### config.mk
export PLATFORM = sky130hd
export DESIGN_NAME = id_stage_pipe
export DESIGN_NICKNAME = d
export VERILOG_FILES = /design/src/rtl/id_stage_pipe_pkg.sv /design/src/rtl/id_stage_pipe_fwd_mux.sv /design/src/rtl/id_stage_pipe.sv
export SDC_FILE = /design/constraint.sdc
export NUM_CORES = 1
export LEC_CHECK = 0
export ABC_AREA = 1
export CORE_MARGIN = 2
export CORE_UTILIZATION = 42
export DETAILED_ROUTE_END_ITERATION = 10
export GPL_TIMING_DRIVEN = 0
export MAX_ROUTING_LAYER = met4
export PLACE_DENSITY = 0.76
export SYNTH_ARGS = -nofsm -noshare
export SYNTH_HDL_FRONTEND = slang
export SYNTH_HIERARCHICAL = 1
export SYNTH_SLANG_ARGS = --single-unit
### constraint.sdc
create_clock -name clk -period 1.95 [get_ports clk]
set_input_delay 0.39 -clock clk [delete_from_list [all_inputs] [get_ports clk]]
set_output_delay 0.39 -clock clk [all_outputs]
set_load 0.02 [all_outputs]
### src/rtl/id_stage_pipe_pkg.sv
// Shared decode definitions for id_stage_pipe: opcode/func codes, aluop/alusel codes,
// immediate-extension ops, the decoded-field struct and the decode/extend helpers.
package id_stage_pipe_pkg;

  localparam logic [5:0] OP_SPECIAL = 6'h00;
  localparam logic [5:0] OP_ANDI    = 6'h0C;
  localparam logic [5:0] OP_ORI     = 6'h0D;
  localparam logic [5:0] OP_XORI    = 6'h0E;
  localparam logic [5:0] OP_LUI     = 6'h0F;
  localparam logic [5:0] OP_PREF    = 6'h33;

  localparam logic [5:0] FN_SLL  = 6'h00;
  localparam logic [5:0] FN_SRL  = 6'h02;
  localparam logic [5:0] FN_SRA  = 6'h03;
  localparam logic [5:0] FN_SLLV = 6'h04;
  localparam logic [5:0] FN_SRLV = 6'h06;
  localparam logic [5:0] FN_SRAV = 6'h07;
  localparam logic [5:0] FN_SYNC = 6'h0F;
  localparam logic [5:0] FN_AND  = 6'h24;
  localparam logic [5:0] FN_OR   = 6'h25;
  localparam logic [5:0] FN_XOR  = 6'h26;
  localparam logic [5:0] FN_NOR  = 6'h27;

  localparam logic [7:0] ALUOP_NOP  = 8'h00;
  localparam logic [7:0] ALUOP_AND  = 8'h24;
  localparam logic [7:0] ALUOP_OR   = 8'h25;
  localparam logic [7:0] ALUOP_XOR  = 8'h26;
  localparam logic [7:0] ALUOP_NOR  = 8'h27;
  localparam logic [7:0] ALUOP_SLL  = 8'h7C;
  localparam logic [7:0] ALUOP_SRL  = 8'h02;
  localparam logic [7:0] ALUOP_SRA  = 8'h03;
  localparam logic [7:0] ALUOP_SLLV = 8'h04;
  localparam logic [7:0] ALUOP_SRLV = 8'h06;
  localparam logic [7:0] ALUOP_SRAV = 8'h07;

  localparam logic [2:0] ALUSEL_NOP   = 3'b000;
  localparam logic [2:0] ALUSEL_LOGIC = 3'b001;
  localparam logic [2:0] ALUSEL_SHIFT = 3'b010;

`ifdef ID_ARITH_EN
  localparam logic [5:0] OP_ADDI  = 6'h08;
  localparam logic [5:0] OP_ADDIU = 6'h09;
  localparam logic [5:0] OP_SLTI  = 6'h0A;
  localparam logic [5:0] OP_SLTIU = 6'h0B;
  localparam logic [5:0] FN_ADD   = 6'h20;
  localparam logic [5:0] FN_ADDU  = 6'h21;
  localparam logic [5:0] FN_SUB   = 6'h22;
  localparam logic [5:0] FN_SUBU  = 6'h23;
  localparam logic [5:0] FN_SLT   = 6'h2A;
  localparam logic [5:0] FN_SLTU  = 6'h2B;
  localparam logic [7:0] ALUOP_ADD   = 8'h20;
  localparam logic [7:0] ALUOP_ADDU  = 8'h21;
  localparam logic [7:0] ALUOP_SUB   = 8'h22;
  localparam logic [7:0] ALUOP_SUBU  = 8'h23;
  localparam logic [7:0] ALUOP_SLT   = 8'h2A;
  localparam logic [7:0] ALUOP_SLTU  = 8'h2B;
  localparam logic [7:0] ALUOP_ADDI  = 8'h55;
  localparam logic [7:0] ALUOP_ADDIU = 8'h56;
  localparam logic [2:0] ALUSEL_ARITH = 3'b100;
`endif

  typedef enum logic [1:0] {EXT_ZERO, EXT_SIGN, EXT_LUI, EXT_SA} ext_op_e;

  typedef struct packed {
    logic [7:0] aluop;
    logic [2:0] alusel;
    logic       reg1_read;
    logic       reg2_read;
    logic       wreg;
    logic [4:0] wd;
    ext_op_e    ext;
    logic       invalid;
  } dec_t;

  function automatic logic [31:0] extend_imm(input logic [15:0] imm, input logic [4:0] sa,
                                             input ext_op_e op);
    logic [31:0] v;
    case (op)
      EXT_SIGN: v = {{16{imm[15]}}, imm};
      EXT_LUI:  v = {imm, 16'h0000};
      EXT_SA:   v = {27'd0, sa};
      default:  v = {16'h0000, imm};
    endcase
    return v;
  endfunction

  function automatic dec_t decode(input logic [31:0] inst);
    dec_t d;
    d = '0;
    unique case (inst[31:26])
      OP_SPECIAL: begin
        d.reg1_read = 1'b1;
        d.reg2_read = 1'b1;
        d.wreg      = 1'b1;
        d.wd        = inst[15:11];
        unique case (inst[5:0])
          FN_AND:  {d.aluop, d.alusel} = {ALUOP_AND,  ALUSEL_LOGIC};
          FN_OR:   {d.aluop, d.alusel} = {ALUOP_OR,   ALUSEL_LOGIC};
          FN_XOR:  {d.aluop, d.alusel} = {ALUOP_XOR,  ALUSEL_LOGIC};
          FN_NOR:  {d.aluop, d.alusel} = {ALUOP_NOR,  ALUSEL_LOGIC};
          FN_SLLV: {d.aluop, d.alusel} = {ALUOP_SLLV, ALUSEL_SHIFT};
          FN_SRLV: {d.aluop, d.alusel} = {ALUOP_SRLV, ALUSEL_SHIFT};
          FN_SRAV: {d.aluop, d.alusel} = {ALUOP_SRAV, ALUSEL_SHIFT};
          FN_SLL, FN_SRL, FN_SRA: begin
            // Constant shifts carry sa as operand 1 through the immediate path.
            d.reg1_read = 1'b0;
            d.ext       = EXT_SA;
            d.alusel    = ALUSEL_SHIFT;
            d.aluop     = (inst[5:0] == FN_SLL) ? ALUOP_SLL :
                          (inst[5:0] == FN_SRL) ? ALUOP_SRL : ALUOP_SRA;
          end
          FN_SYNC: begin
            d.reg1_read = 1'b0;
            d.reg2_read = 1'b0;
            d.wreg      = 1'b0;
          end
`ifdef ID_ARITH_EN
          FN_ADD:  {d.aluop, d.alusel} = {ALUOP_ADD,  ALUSEL_ARITH};
          FN_ADDU: {d.aluop, d.alusel} = {ALUOP_ADDU, ALUSEL_ARITH};
          FN_SUB:  {d.aluop, d.alusel} = {ALUOP_SUB,  ALUSEL_ARITH};
          FN_SUBU: {d.aluop, d.alusel} = {ALUOP_SUBU, ALUSEL_ARITH};
          FN_SLT:  {d.aluop, d.alusel} = {ALUOP_SLT,  ALUSEL_ARITH};
          FN_SLTU: {d.aluop, d.alusel} = {ALUOP_SLTU, ALUSEL_ARITH};
`endif
          default: begin
            d.reg1_read = 1'b0;
            d.reg2_read = 1'b0;
            d.wreg      = 1'b0;
            d.invalid   = 1'b1;
          end
        endcase
      end
      OP_ANDI, OP_ORI, OP_XORI, OP_LUI: begin
        d.reg1_read = 1'b1;
        d.wreg      = 1'b1;
        d.wd        = inst[20:16];
        d.alusel    = ALUSEL_LOGIC;
        d.ext       = (inst[31:26] == OP_LUI) ? EXT_LUI : EXT_ZERO;
        d.aluop     = (inst[31:26] == OP_ANDI) ? ALUOP_AND :
                      (inst[31:26] == OP_XORI) ? ALUOP_XOR : ALUOP_OR;
      end
`ifdef ID_ARITH_EN
      OP_ADDI, OP_ADDIU, OP_SLTI, OP_SLTIU: begin
        d.reg1_read = 1'b1;
        d.wreg      = 1'b1;
        d.wd        = inst[20:16];
        d.alusel    = ALUSEL_ARITH;
        d.ext       = EXT_SIGN;
        d.aluop     = (inst[31:26] == OP_ADDI)  ? ALUOP_ADDI  :
                      (inst[31:26] == OP_ADDIU) ? ALUOP_ADDIU :
                      (inst[31:26] == OP_SLTI)  ? ALUOP_SLT   : ALUOP_SLTU;
      end
`endif
      OP_PREF: d.wreg = 1'b0;
      default: d.invalid = 1'b1;
    endcase
    return d;
  endfunction

endpackage

### src/rtl/id_stage_pipe_fwd_mux.sv
// id_fwd_mux: per-operand forwarding select; lowest matching slot wins, register 0 always reads 0.
module id_fwd_mux #(
  parameter int DATA_W  = 32,
  parameter int REG_AW  = 5,
  parameter int NUM_FWD = 2
) (
  input  logic [REG_AW-1:0]         i_addr,
  input  logic [DATA_W-1:0]         i_rf_data,
  input  logic [NUM_FWD-1:0]        i_fwd_wreg,
  input  logic [NUM_FWD*REG_AW-1:0] i_fwd_wd,
  input  logic [NUM_FWD*DATA_W-1:0] i_fwd_wdata,
  output logic [DATA_W-1:0]         o_data
);

  always_comb begin
    // NOTE: every always_comb output gets a default first so no path can infer a latch.
    o_data = i_rf_data;
    // Walk from oldest to youngest so the lowest-index match is the last write.
    for (int i = NUM_FWD - 1; i >= 0; i--) begin
      if (i_fwd_wreg[i] && (i_fwd_wd[i*REG_AW +: REG_AW] == i_addr))
        o_data = i_fwd_wdata[i*DATA_W +: DATA_W];
    end
    if (i_addr == '0) o_data = '0;
  end

endmodule

### src/rtl/id_stage_pipe.sv
// id_stage_pipe: MIPS decode with forwarding, load-use stall and a handshaked ID/EX register.
// Build macro ID_ARITH_EN adds ADD/ADDU/SUB/SUBU/SLT/SLTU and ADDI/ADDIU/SLTI/SLTIU.
module id_stage_pipe
  import id_stage_pipe_pkg::*;
#(
  parameter int DATA_W   = 32,
  parameter int REG_AW   = 5,
  parameter int NUM_FWD  = 2,
  parameter int ALUOP_W  = 8,
  parameter int ALUSEL_W = 3
) (
  input  logic                      clk,
  input  logic                      rst,
  input  logic                      id_valid_i,
  output logic                      id_ready_o,
  input  logic [DATA_W-1:0]         pc_i,
  input  logic [31:0]               inst_i,
  input  logic                      flush_i,
  input  logic [NUM_FWD-1:0]        fwd_wreg_i,
  input  logic [NUM_FWD*REG_AW-1:0] fwd_wd_i,
  input  logic [NUM_FWD*DATA_W-1:0] fwd_wdata_i,
  input  logic                      ex_is_load_i,
  output logic                      reg1_read_o,
  output logic                      reg2_read_o,
  output logic [REG_AW-1:0]         reg1_addr_o,
  output logic [REG_AW-1:0]         reg2_addr_o,
  input  logic [DATA_W-1:0]         reg1_data_i,
  input  logic [DATA_W-1:0]         reg2_data_i,
  output logic                      ex_valid_o,
  input  logic                      ex_ready_i,
  output logic [ALUOP_W-1:0]        aluop_o,
  output logic [ALUSEL_W-1:0]       alusel_o,
  output logic [DATA_W-1:0]         reg1_data_o,
  output logic [DATA_W-1:0]         reg2_data_o,
  output logic [REG_AW-1:0]         wreg_addr_o,
  output logic                      wreg_enable_o,
  output logic [DATA_W-1:0]         pc_o,
  output logic                      stall_req_o,
  output logic                      inst_invalid_o
);

  localparam logic [ALUOP_W-1:0]  NOP_ALUOP  = ALUOP_W'(ALUOP_NOP);
  localparam logic [ALUSEL_W-1:0] NOP_ALUSEL = ALUSEL_W'(ALUSEL_NOP);

  dec_t                w_dec;
  logic [DATA_W-1:0]   w_imm, w_fwd1, w_fwd2, w_op1, w_op2;
  logic [REG_AW-1:0]   w_ld_wd;
  logic                w_adv, w_issue;

  logic                r_ex_valid, r_wreg_en, r_inst_invalid;
  logic [ALUOP_W-1:0]  r_aluop;
  logic [ALUSEL_W-1:0] r_alusel;
  logic [DATA_W-1:0]   r_reg1_data, r_reg2_data, r_pc;
  logic [REG_AW-1:0]   r_wreg_addr;

  assign w_dec       = decode(inst_i);
  assign w_imm       = DATA_W'(extend_imm(inst_i[15:0], inst_i[10:6], w_dec.ext));
  assign reg1_read_o = w_dec.reg1_read;
  assign reg2_read_o = w_dec.reg2_read;
  assign reg1_addr_o = REG_AW'(inst_i[25:21]);
  assign reg2_addr_o = REG_AW'(inst_i[20:16]);

  id_fwd_mux #(.DATA_W(DATA_W), .REG_AW(REG_AW), .NUM_FWD(NUM_FWD)) u_fwd1 (
    .i_addr      (reg1_addr_o),
    .i_rf_data   (reg1_data_i),
    .i_fwd_wreg  (fwd_wreg_i),
    .i_fwd_wd    (fwd_wd_i),
    .i_fwd_wdata (fwd_wdata_i),
    .o_data      (w_fwd1)
  );

  id_fwd_mux #(.DATA_W(DATA_W), .REG_AW(REG_AW), .NUM_FWD(NUM_FWD)) u_fwd2 (
    .i_addr      (reg2_addr_o),
    .i_rf_data   (reg2_data_i),
    .i_fwd_wreg  (fwd_wreg_i),
    .i_fwd_wd    (fwd_wd_i),
    .i_fwd_wdata (fwd_wdata_i),
    .o_data      (w_fwd2)
  );

  assign w_op1 = reg1_read_o ? w_fwd1 : w_imm;
  assign w_op2 = reg2_read_o ? w_fwd2 : w_imm;

  // Slot 0 holds a load whose data arrives too late to forward this cycle.
  assign w_ld_wd     = fwd_wd_i[REG_AW-1:0];
  assign stall_req_o = id_valid_i & ex_is_load_i & fwd_wreg_i[0] & (w_ld_wd != '0)
                     & ((reg1_read_o & (w_ld_wd == reg1_addr_o))
                      | (reg2_read_o & (w_ld_wd == reg2_addr_o)));

  assign w_adv      = !r_ex_valid | ex_ready_i;
  assign id_ready_o = w_adv & !stall_req_o & !flush_i;
  assign w_issue    = id_valid_i & !stall_req_o & !flush_i;

  always_ff @(posedge clk or negedge rst) begin
    if (!rst) begin
      // NOTE: sequential state uses non-blocking assignments so every register samples pre-edge values.
      r_ex_valid     <= 1'b0;
      r_wreg_en      <= 1'b0;
      r_aluop        <= NOP_ALUOP;
      r_alusel       <= NOP_ALUSEL;
      r_reg1_data    <= '0;
      r_reg2_data    <= '0;
      r_wreg_addr    <= '0;
      r_pc           <= '0;
      r_inst_invalid <= 1'b0;
    end else begin
      if (flush_i) begin
        r_ex_valid <= 1'b0;
        r_wreg_en  <= 1'b0;
        r_aluop    <= NOP_ALUOP;
        r_alusel   <= NOP_ALUSEL;
      end else if (w_adv) begin
        r_ex_valid  <= w_issue;
        r_wreg_en   <= w_issue & w_dec.wreg;
        r_aluop     <= w_issue ? ALUOP_W'(w_dec.aluop) : NOP_ALUOP;
        r_alusel    <= w_issue ? ALUSEL_W'(w_dec.alusel) : NOP_ALUSEL;
        r_reg1_data <= w_op1;
        r_reg2_data <= w_op2;
        r_wreg_addr <= REG_AW'(w_dec.wd);
        r_pc        <= pc_i;
      end
      if (id_valid_i && id_ready_o && w_dec.invalid) r_inst_invalid <= 1'b1;
    end
  end

  assign ex_valid_o     = r_ex_valid;
  assign wreg_enable_o  = r_wreg_en;
  assign aluop_o        = r_aluop;
  assign alusel_o       = r_alusel;
  assign reg1_data_o    = r_reg1_data;
  assign reg2_data_o    = r_reg2_data;
  assign wreg_addr_o    = r_wreg_addr;
  assign pc_o           = r_pc;
  assign inst_invalid_o = r_inst_invalid;

endmodule

; Yosys cells after proc, flatten, opt, wreduce, memory -nomap -nowiden
; Index checks and enable logic that the tools add are counted.
[totals]
output_inout_bits = 129
input_bits = 210
ff_bits = 115
wordCells = 101
[classes]
n_bitwise = 14
mux = 34
reduce_logical = 22
eq_ne = 22
[op_table]
columns = op, count
row1 = 32-bit two-way mux, 8
row2 = 32-bit one-hot mux with 3 select lines, 1
row3 = 10-bit one-hot mux with 8 select lines, 1
row4 = 6-bit by 4-bit == test with 1-bit output (second input constant), 5
row5 = 6-bit == test (second input constant), 5
row6 = 8-bit two-way mux, 3
row7 = 12-bit one-hot mux with 2 select lines, 1
row8 = 5-bit == test, 4
row9 = 6-bit by 3-bit == test with 1-bit output (second input constant), 3
row10 = 7-bit one-hot mux with 2 select lines, 1
row11 = 6-bit by 2-bit == test with 1-bit output (second input constant), 2
row12 = 6-bit logical NOT, 2
row13 = 1-bit bitwise AND, 11
row14 = 11-bit OR reduction, 1
row15 = 5-bit logical NOT, 2
row16 = 2-bit two-way mux, 5
row17 = 10-bit OR reduction, 1
row18 = 3-bit two-way mux, 3
row19 = 1-bit two-way mux, 8
row20 = 7-bit two-way mux, 1
row21 = 7-bit OR reduction, 1
row22 = 1-bit logical AND, 6
row23 = 5-bit nonzero test, 1
row24 = 5-bit OR reduction, 1
row25 = other kinds (10), 15

; Longest topological paths before layout
; Gate-level depths: netlist of the first run.
[logic_depth]
word_depth = 14
ltp_mapped = 14

; Hierarchy
; The synthesis of the first run kept the hierarchy.
[modules_own_cells]
columns = module, n_inst, area_per_inst_um2, cells_per_inst, seq_area_each_um2
row1 = id_stage_pipe, 1, 5461.5, 663, 2777.7
row2 = id_fwd_mux, 2, 1372.6, 299, 0.0

; Least setup slack after synthesis of the first run
; No wires, ideal clock.
[synth_timing]
kind = input port to output port
from = in inst_i[29]
to = out id_ready_o
path_stages = 10
t_arrival_ns = 1.547
path_slack_ns = 0.013
n_path_buf = 0
required_time_ns = 1.560
cell_sequence = nor2_1 -> nand3_4 -> nor2_4 -> nand2_2 -> nand2_4 -> nand2_2 -> nand2_2 -> nand2_4 -> inv_1 -> nor2_1
[synth_between]
elab_chain_len = 9
elab_cells_between_ends = 15
[synth_lines]
columns = element, line
row1 = from (decl), id_stage_pipe.sv:17  ; input logic [31:0] inst_i,
row2 = 6-bit by 4-bit == test with 1-bit output, id_stage_pipe_pkg.sv:90  ; unique case (inst[31:26])
row3 = 4-bit OR reduction, -
row4 = 12-bit one-hot mux with 2 select lines, id_stage_pipe_pkg.sv:90
row5 = 1-bit bitwise AND, id_stage_pipe.sv:87  ; & ((reg1_read_o & (w_ld_wd == reg1_addr_o))
row6 = 1-bit OR *, id_stage_pipe.sv:88  ; | (reg2_read_o & (w_ld_wd == reg2_addr_o)));
row7 = 1-bit bitwise AND *, id_stage_pipe.sv:87
row8 = via stall_req_o, id_stage_pipe.sv:38  ; output logic stall_req_o,
row9 = 1-bit logical NOT *, id_stage_pipe.sv:91  ; assign id_ready_o = w_adv & !stall_req_o & !flush_i;
row10 = 1-bit bitwise AND * (2 in series), id_stage_pipe.sv:91
row11 = to (decl), id_stage_pipe.sv:15  ; output logic id_ready_o,
; The timed path passes the listed nets; every way through them passes the cells marked *.

; Worst setup path in the final report of the first run
[layout_timing]
from = in inst_i[5]
to = out id_ready_o
[layout_between]
elab_chain_len = 10
elab_cells_between_ends = 23
[layout_lines]
columns = element, line
row1 = 6-bit by 3-bit == test with 1-bit output (tied with other cells), id_stage_pipe_pkg.sv:96  ; unique case (inst[5:0])
row2 = 7-bit OR reduction (no line) or 10-bit OR reduction (tied branches), -
row3 = 1-bit two-way mux or 2-bit two-way mux (tied branches), id_stage_pipe_pkg.sv:96
row4 = 12-bit one-hot mux with 2 select lines or 1-bit two-way mux (tied branches), id_stage_pipe_pkg.sv:90
row5 = "1-bit bitwise AND, on equally long branches", "id_stage_pipe.sv:87, id_stage_pipe.sv:88"
row6 = 1-bit OR *, id_stage_pipe.sv:88
row7 = 1-bit bitwise AND *, id_stage_pipe.sv:87
row8 = 1-bit logical NOT *, id_stage_pipe.sv:91
row9 = 1-bit bitwise AND * (2 in series), id_stage_pipe.sv:91
; Mark *: on every way between the ends. The rest lies on a longest branch, timed or not.

==> results of run 1 <==
[metrics by stage]
step,instances,power [W]
floorplan,1262,0.003776
global placement,1863,0.005086
detailed placement,1864,0.005115
CTS,1902,0.007076
global route,1915,0.007432
finish,1916,0.007110
[layout make-up]
class | instances | area share
buffer | 87 | 0.04795
clock inverter | 7 | 0.007202
tap | 265 | 0.02614
timing repair buffer | 373 | 0.2842
sequential | 111 | 0.2190
clock buffer | 9 | 0.01776
antenna | 1 | 0.0001973
multi-input combinational | 937 | 0.3588
inverter | 126 | 0.03867
[per-layer routing]
layer  wire length (µm)  GRT usage  vias to the layer above  share of wire
met5                  0          -                        -              0
met4                983     0.1109                        0          0.029
met3               2892    0.05098                       56          0.085
met2              16040     0.5190                      529           0.47
met1              13910     0.4247                     4493           0.41
li1                   -          -                     4771              -
[critical path, stage by stage]
cell and delay [ns]:
buf_4 0.14, nor2_4 0.13, nand3_4 0.11, nor2_4 0.16, nand2_4 0.08, nand2_8 0.10
nand2_4 0.05, nand2_4 0.06, nand2_4 0.06, inv_4 0.08, nor2_4 0.04, buf_6 0.12
[kinds of logic after synthesis]
logic type,share of synthesized area
AND/OR/NAND/NOR,0.4476
buffers and inverters,0.1258
flip-flops,0.3385
AO/OA/AOI/OAI,0.07807
XOR/XNOR,0.009606
other,0.0004569
[timing repair]
item	in CTS	in global routing
setup buffers	22	14
setup endpoints to repair	78	66
pin swaps	23	29
gates resized for setup	148	78
hold buffers	0	0
[placed cells by master (no fill, tap or decap), drive strengths merged, types with 8 or more instances in the layout]
cell	instances
xnor2	9
clkdlybuf4s50	295
a211oi	16
inv	129
nand3	96
o21ai	35
nand2	386
clkbuf	34
dfrtp	111
buf	129
nand4	73
a21oi	37
nor2	259
nor3	8
[flip-flops by register name, summed over array words and instances, names as in the netlist]
name            cells
aluop_o             5
reg1_data_o        32
wreg_addr_o         5
wreg_enable_o       1
reg2_data_o        32
pc_o               32
inst_invalid_o      1
alusel_o            2
ex_valid_o          1
[how the worst max path moves through the flow]
stage | from | endpoint | slack, ns | cells after the start
floorplan | inst_i[29] | id_ready_o | 0.01 | 10
global placement | rst | reg1_data_o[29] | -3.86 | 1
detailed placement | inst_i[4] | id_ready_o | -1.20 | 14
CTS | inst_i[24] | id_ready_o | -0.03 | 10
global route | inst_i[31] | id_ready_o | -0.02 | 12
finish | inst_i[5] | id_ready_o | 0.02 | 12
[power by group through the flow]
| stage | clock network, W | logic (W) | registers [W] |
|---|---|---|---|
| 6_report | 0.00194 | 0.00255 | 0.00263 |
| 4_1_cts | 0.00196 | 0.00249 | 0.00263 |
| 3_3_place_gp | 0 | 0.00242 | 0.00266 |
| 2_1_floorplan | 0 | 0.000846 | 0.00293 |
| 5_1_grt | 0.00205 | 0.00272 | 0.00265 |
| 3_5_place_dp | 0 | 0.00244 | 0.00267 |
==> results.sh, run 1 <==
export IMPL_outcome="finished, final reports clean"
export IMPL_cts_root_buf="clkbuf_16"
export IMPL_htreeDepth=3
export IMPL_swShare=0.3535
export IMPL_final_area_mm2=0.01268
export IMPL_period_needed_ns=1.928
export IMPL_start_util=0.4244
export IMPL_postRouteAntennaNets=0
export IMPL_grt_usage=0.3260
export IMPL_synth_edff_count=0
export IMPL_port_buffers=336
export IMPL_slew_headroom=0.4775
export IMPL_max_cap_viol_count=0
export IMPL_initialDrtViolationCount=802
export IMPL_insertion_delay_ns=0.37
export IMPL_fin_setup_tns_ns=0
export IMPL_postLayoutCoreUtil=0.6559
export IMPL_fin_worst_skew_ns=0.01229
export IMPL_syn_area_mm2=0.008207
export IMPL_fp_dieW_um=143.8
export IMPL_cts_sinks=111
export IMPL_fp_coreArea_mm2=0.01933
export IMPL_layout_setup_ws_ns=0.02210
export IMPL_ff2ff_path_depth=7
export IMPL_end_kind="output pin"
export IMPL_synth_seq_area_share=0.3385
export IMPL_reg2reg_slack_ns=0.18
export IMPL_synth_top_cells_by_count="376 x nand2_1, 235 x nor2_1, 111 x dfrtp_1"
export IMPL_synth_cells=1261
export IMPL_rsz0062_at_grt="true"
export IMPL_hold_class="primary input to asynchronous set/reset pin"
export IMPL_fin_nets=1855
export IMPL_crit_path_start_kind="primary input"
export IMPL_drc=0
export IMPL_placed_area_mm2=0.01193
export IMPL_yosysMostFrequentCell="nand2_1"
export IMPL_area_growth_pct=54.54
export IMPL_crit_required_ns=1.56
export IMPL_grt_pass1_vias=9131
export IMPL_dp_hpwl_um=26500
export IMPL_ir_drop_mv=0.3890
export IMPL_yosys_area_top_type="dfrtp_1"
export IMPL_crit_type="primary input to output pin"
export IMPL_dieArea_mm2=0.02067
export IMPL_internal_power_w=0.004596
export IMPL_r2r_start="ex_valid_o"
export IMPL_cts_buffers=9
export IMPL_drive_gt1_frac=0.1527
export IMPL_worst_path_max_fanout=3
export IMPL_netlist_top_cells_area="dfrtp_1 34%, nand2_1 17%, nor2_1 11%, nand4_1 5.5%, nand3_1 5.4%"
export IMPL_synth_top_area_share=0.3385
export IMPL_arrival_ns=1.54
export IMPL_yosys_cell_types_count=39
export IMPL_nFillCells=1786
export IMPL_ios=339
export IMPL_seq_area_mm2=0.002778
export IMPL_pre_cts_slack_ns=-1.198
export IMPL_fmax_mhz=518.7
export IMPL_p_comb_frac=0.358
export IMPL_finalCritPeriodShare=0.9887
export IMPL_hold_slack_ns=0.08949
export IMPL_routed_wirelength_um=33830
export IMPL_seqPwrFrac=0.370
export IMPL_timing_final_hold_violations=0
export IMPL_path_clk_slew_ns=0.08
export IMPL_drt_pass1_iter_count=6
export IMPL_wire_per_inst_um=17.66
export IMPL_async_reset_ff_frac=1.000
export IMPL_p_clk_frac=0.272
export IMPL_dr_total_vias=9849
export IMPL_grt_overflow=0
export IMPL_worst_slew_pin_slew_ns=0.7837
export IMPL_die_y_um=143.8
export IMPL_ys_flop_type="dfrtp_1"
export IMPL_grt_pass1_wl_um=50170
export IMPL_finalWeightedCongestion=1.007
export IMPL_viasPerCell=5.140
export IMPL_final_max_slew_viol_count=0
export IMPL_grt_max_degree=58
export IMPL_setup_viol=0
export IMPL_power_net_switching_w=0.002514
export IMPL_avgSynthCellArea_um2=6.508
export IMPL_r2r_end="reg1_data_o[31]"
export IMPL_ys_ff_latch=111
export IMPL_cts_tree="done"
export IMPL_leakagePower_nw=6.425
export IMPL_antenna_found_initial=0
export IMPL_multi_input_area_mm2=0.004551
export IMPL_clockBufferDepth=2
export IMPL_rows=51
export IMPL_ys_warn_count=6
export IMPL_p_per_area_mw_per_mm2=560.6
Power figures use the tool's default switching activity.
==> run 2, diff against run 1 <==
ABC_AREA = unset   (was 1)
PLACE_DENSITY = 0.77   (was 0.76)
==> results.sh, run 2 <==
export IMPL_leakagePower_nw=4.904
export IMPL_synth_top_area_share=0.3564
export IMPL_cts_buffers=9
export IMPL_fmax_mhz=446.8
export IMPL_dieArea_mm2=0.01966
export IMPL_yosysMostFrequentCell="nand2_1"
export IMPL_period_needed_ns=2.238
export IMPL_fp_coreArea_mm2=0.01809
export IMPL_dp_hpwl_um=26800
export IMPL_synth_top_family_by_area="simple AND/OR/NAND/NOR gates"
export IMPL_synth_edff_count=0
export IMPL_slew_headroom=0.5156
export IMPL_yosys_cell_types_count=61
export IMPL_drc=0
export IMPL_avgSynthCellArea_um2=8.371
export IMPL_ys_warn_count=6
export IMPL_timing_final_hold_violations=5
export IMPL_postRouteAntennaNets=0
export IMPL_area_growth_pct=60.20
export IMPL_routed_wirelength_um=35620
export IMPL_wire_per_inst_um=23.19
export IMPL_fin_worst_skew_ns=0.01334
export IMPL_path_cells="buf_8 > nor4_4 > nand4_4 > or3_4 > a21oi_4 > nor2_4 > buf_6"
export IMPL_fin_nets=1512
export IMPL_cts_tree="done"
export IMPL_rsz0062_at_grt="true"
export IMPL_setup_viol=9
export IMPL_postLayoutCoreUtil=0.6903
export IMPL_critPathSlowestCell="or3_4"
export IMPL_synth_top_cells_by_count="157 x nand2_1, 111 x dfrtp_1, 90 x nor2_1"
export IMPL_outcome="finished with violations"
export IMPL_grt_pass1_wl_um=53190
export IMPL_yosys_area_share_adder=0
export IMPL_viasPerCell=6.185
export IMPL_arrival_ns=1.85
export IMPL_violations="negative hold slack, negative setup slack"
export IMPL_syn_area_mm2=0.007794
export IMPL_start_util=0.4309
export IMPL_antenna_found_initial=0
export IMPL_netlist_top_cells_area="dfrtp_1 36%, a311oi_2 12%, nand2_1 7.6%, o21ai_0 5.6%, nand4_1 5.2%"
export IMPL_antenna_cells=0
export IMPL_initialDrtViolationCount=808
export IMPL_async_reset_ff_frac=1.000
export IMPL_cts_sinks=111
export IMPL_final_common_cell="clkdlybuf4s50_1"
export IMPL_clockBufferDepth=2
export IMPL_die_y_um=140.2
export IMPL_hold_slack_ns=-0.01541
export IMPL_grt_overflow=0
export IMPL_insertion_delay_ns=0.37
export IMPL_ir_drop_mv=0.4247
export IMPL_p_per_area_mw_per_mm2=573.8
export IMPL_ios=339
export IMPL_ys_ff_latch=111
export IMPL_yosys_area_top_type="dfrtp_1"
export IMPL_worst_slew_pin_slew_ns=0.7266
export IMPL_crit_required_ns=1.56
export IMPL_crit_path_max_incr_delay_ns=0.41
export IMPL_rows=49
export IMPL_final_max_slew_viol_count=0
export IMPL_fp_dieW_um=140.2
export IMPL_port_buffers=334
export IMPL_grt_usage=0.3615
export IMPL_grt_max_degree=59
export IMPL_end_kind="output pin"
export IMPL_cts_root_buf="clkbuf_16"
export IMPL_drive_gt1_frac=0.2272
export IMPL_grt_pass1_vias=9374
export IMPL_synth_xor_xnor_area_share=0.03371
export IMPL_synth_compound_area_frac=0.2639
export IMPL_crit_path_start_kind="primary input"
export IMPL_synth_area_mux_share=0.002569
export IMPL_max_cap_viol_count=0
export IMPL_synthSimpleGateAreaFrac=0.2678
export IMPL_finalCritPeriodShare=1.148
export IMPL_hold_class="primary input to asynchronous set/reset pin"
export IMPL_drt_pass1_iter_count=8
export IMPL_finalWeightedCongestion=0.9561
export IMPL_layout_setup_ws_ns=-0.2880
export IMPL_htreeDepth=3
export IMPL_synth_cells=931
export IMPL_dr_total_vias=9500
export IMPL_worst_path_max_fanout=4
export IMPL_path_clk_slew_ns=0.07
export IMPL_most_common_layout_cells="297 x clkdlybuf4s50_1, 156 x nand2_1, 111 x dfrtp_1, 89 x nor2_1, 74 x o21ai_0"
export IMPL_synth_seq_area_share=0.3564
export IMPL_placed_area_mm2=0.01151
export IMPL_final_area_mm2=0.01249
export IMPL_crit_type="primary input to output pin"
export IMPL_ys_flop_type="dfrtp_1"
run 2: worst max-delay path: cells and delay by family:
kind | cells | cell delay (ns)
AO/OA/AOI/OAI | 1 | 0.21
buffers and inverters | 2 | 0.24
AND/OR/NAND/NOR | 4 | 1.01
run 2: report_power, final:
group	switching (W)	total, W	internal (W)
Sequential	0.000140	0.00266	0.00252
Combinational	0.00143	0.00267	0.00125
Clock	0.000951	0.00183	0.000883
Total	0.00252	0.00716	0.00465
run 2: logic make-up (layout without fill, tap and decap cells):
group,Yosys count,in the layout
AO/OA/AOI/OAI,235,235
multiplexers,2,2
other,1,2
flip-flops,111,111
buffers and inverters,117,492
AND/OR/NAND/NOR,435,435
XOR/XNOR,30,30
run 2: what timing repair did:
| action | in CTS | in global routing |
|---|---|---|
| setup buffers | 17 | 11 |
| gates resized for setup | 254 | 96 |
| pin swaps | 26 | 23 |
| setup endpoints to repair | 125 | 86 |
| hold buffers | 0 | 0 |
run 2: layout make-up:
class                      instances  area (µm²)
clock buffer                       9       225.2
tap                              229       286.5
clock inverter                     7       53.80
sequential                       111        2778
timing repair buffer             363        3525
buffer                           109       738.2
inverter                           4       20.02
multi-input combinational        704        4860
fill                            1507        5600
run 2: worst paths after layout:
check	from	to	slack (ns)	depth (start not counted)
max in group asynchronous	rst	reg2_data_o[4]	1.30	2
min in group clk	inst_i[1]	reg2_data_o[17]	0.35	3
hold / removal	rst	pc_o[16]	-0.02	1
hold reg to reg	pc_o[11]	pc_o[11]	0.48	2
setup reg to reg	ex_valid_o	wreg_addr_o[0]	0.23	7
setup / recovery	inst_i[28]	id_ready_o	-0.29	7
run 2: stage by stage:
step	TNS (ns)	power, W	instances	hold WS, ns	worst slack (ns)
floorplan	-0.7511	0.003792	932	0.09441	-0.09803
global placement	-542.64	0.005142	1495	0.4570	-3.912
detailed placement	-112.74	0.005175	1496	0.3926	-1.625
CTS	-0.8545	0.007089	1526	0.004536	-0.3078
global route	-2.592	0.007420	1536	0.03583	-0.3620
finish	-1.066	0.007165	1536	-0.01541	-0.2880
run 2: metal layers:
layer / up-vias / GRT usage / part of all wire
met3: 140 / 0.07145 / 0.10
met5: - / - / 0
met2: 698 / 0.5908 / 0.47
li1: 4197 / - / -
met1: 4465 / 0.4380 / 0.38
met4: 0 / 0.1526 / 0.044
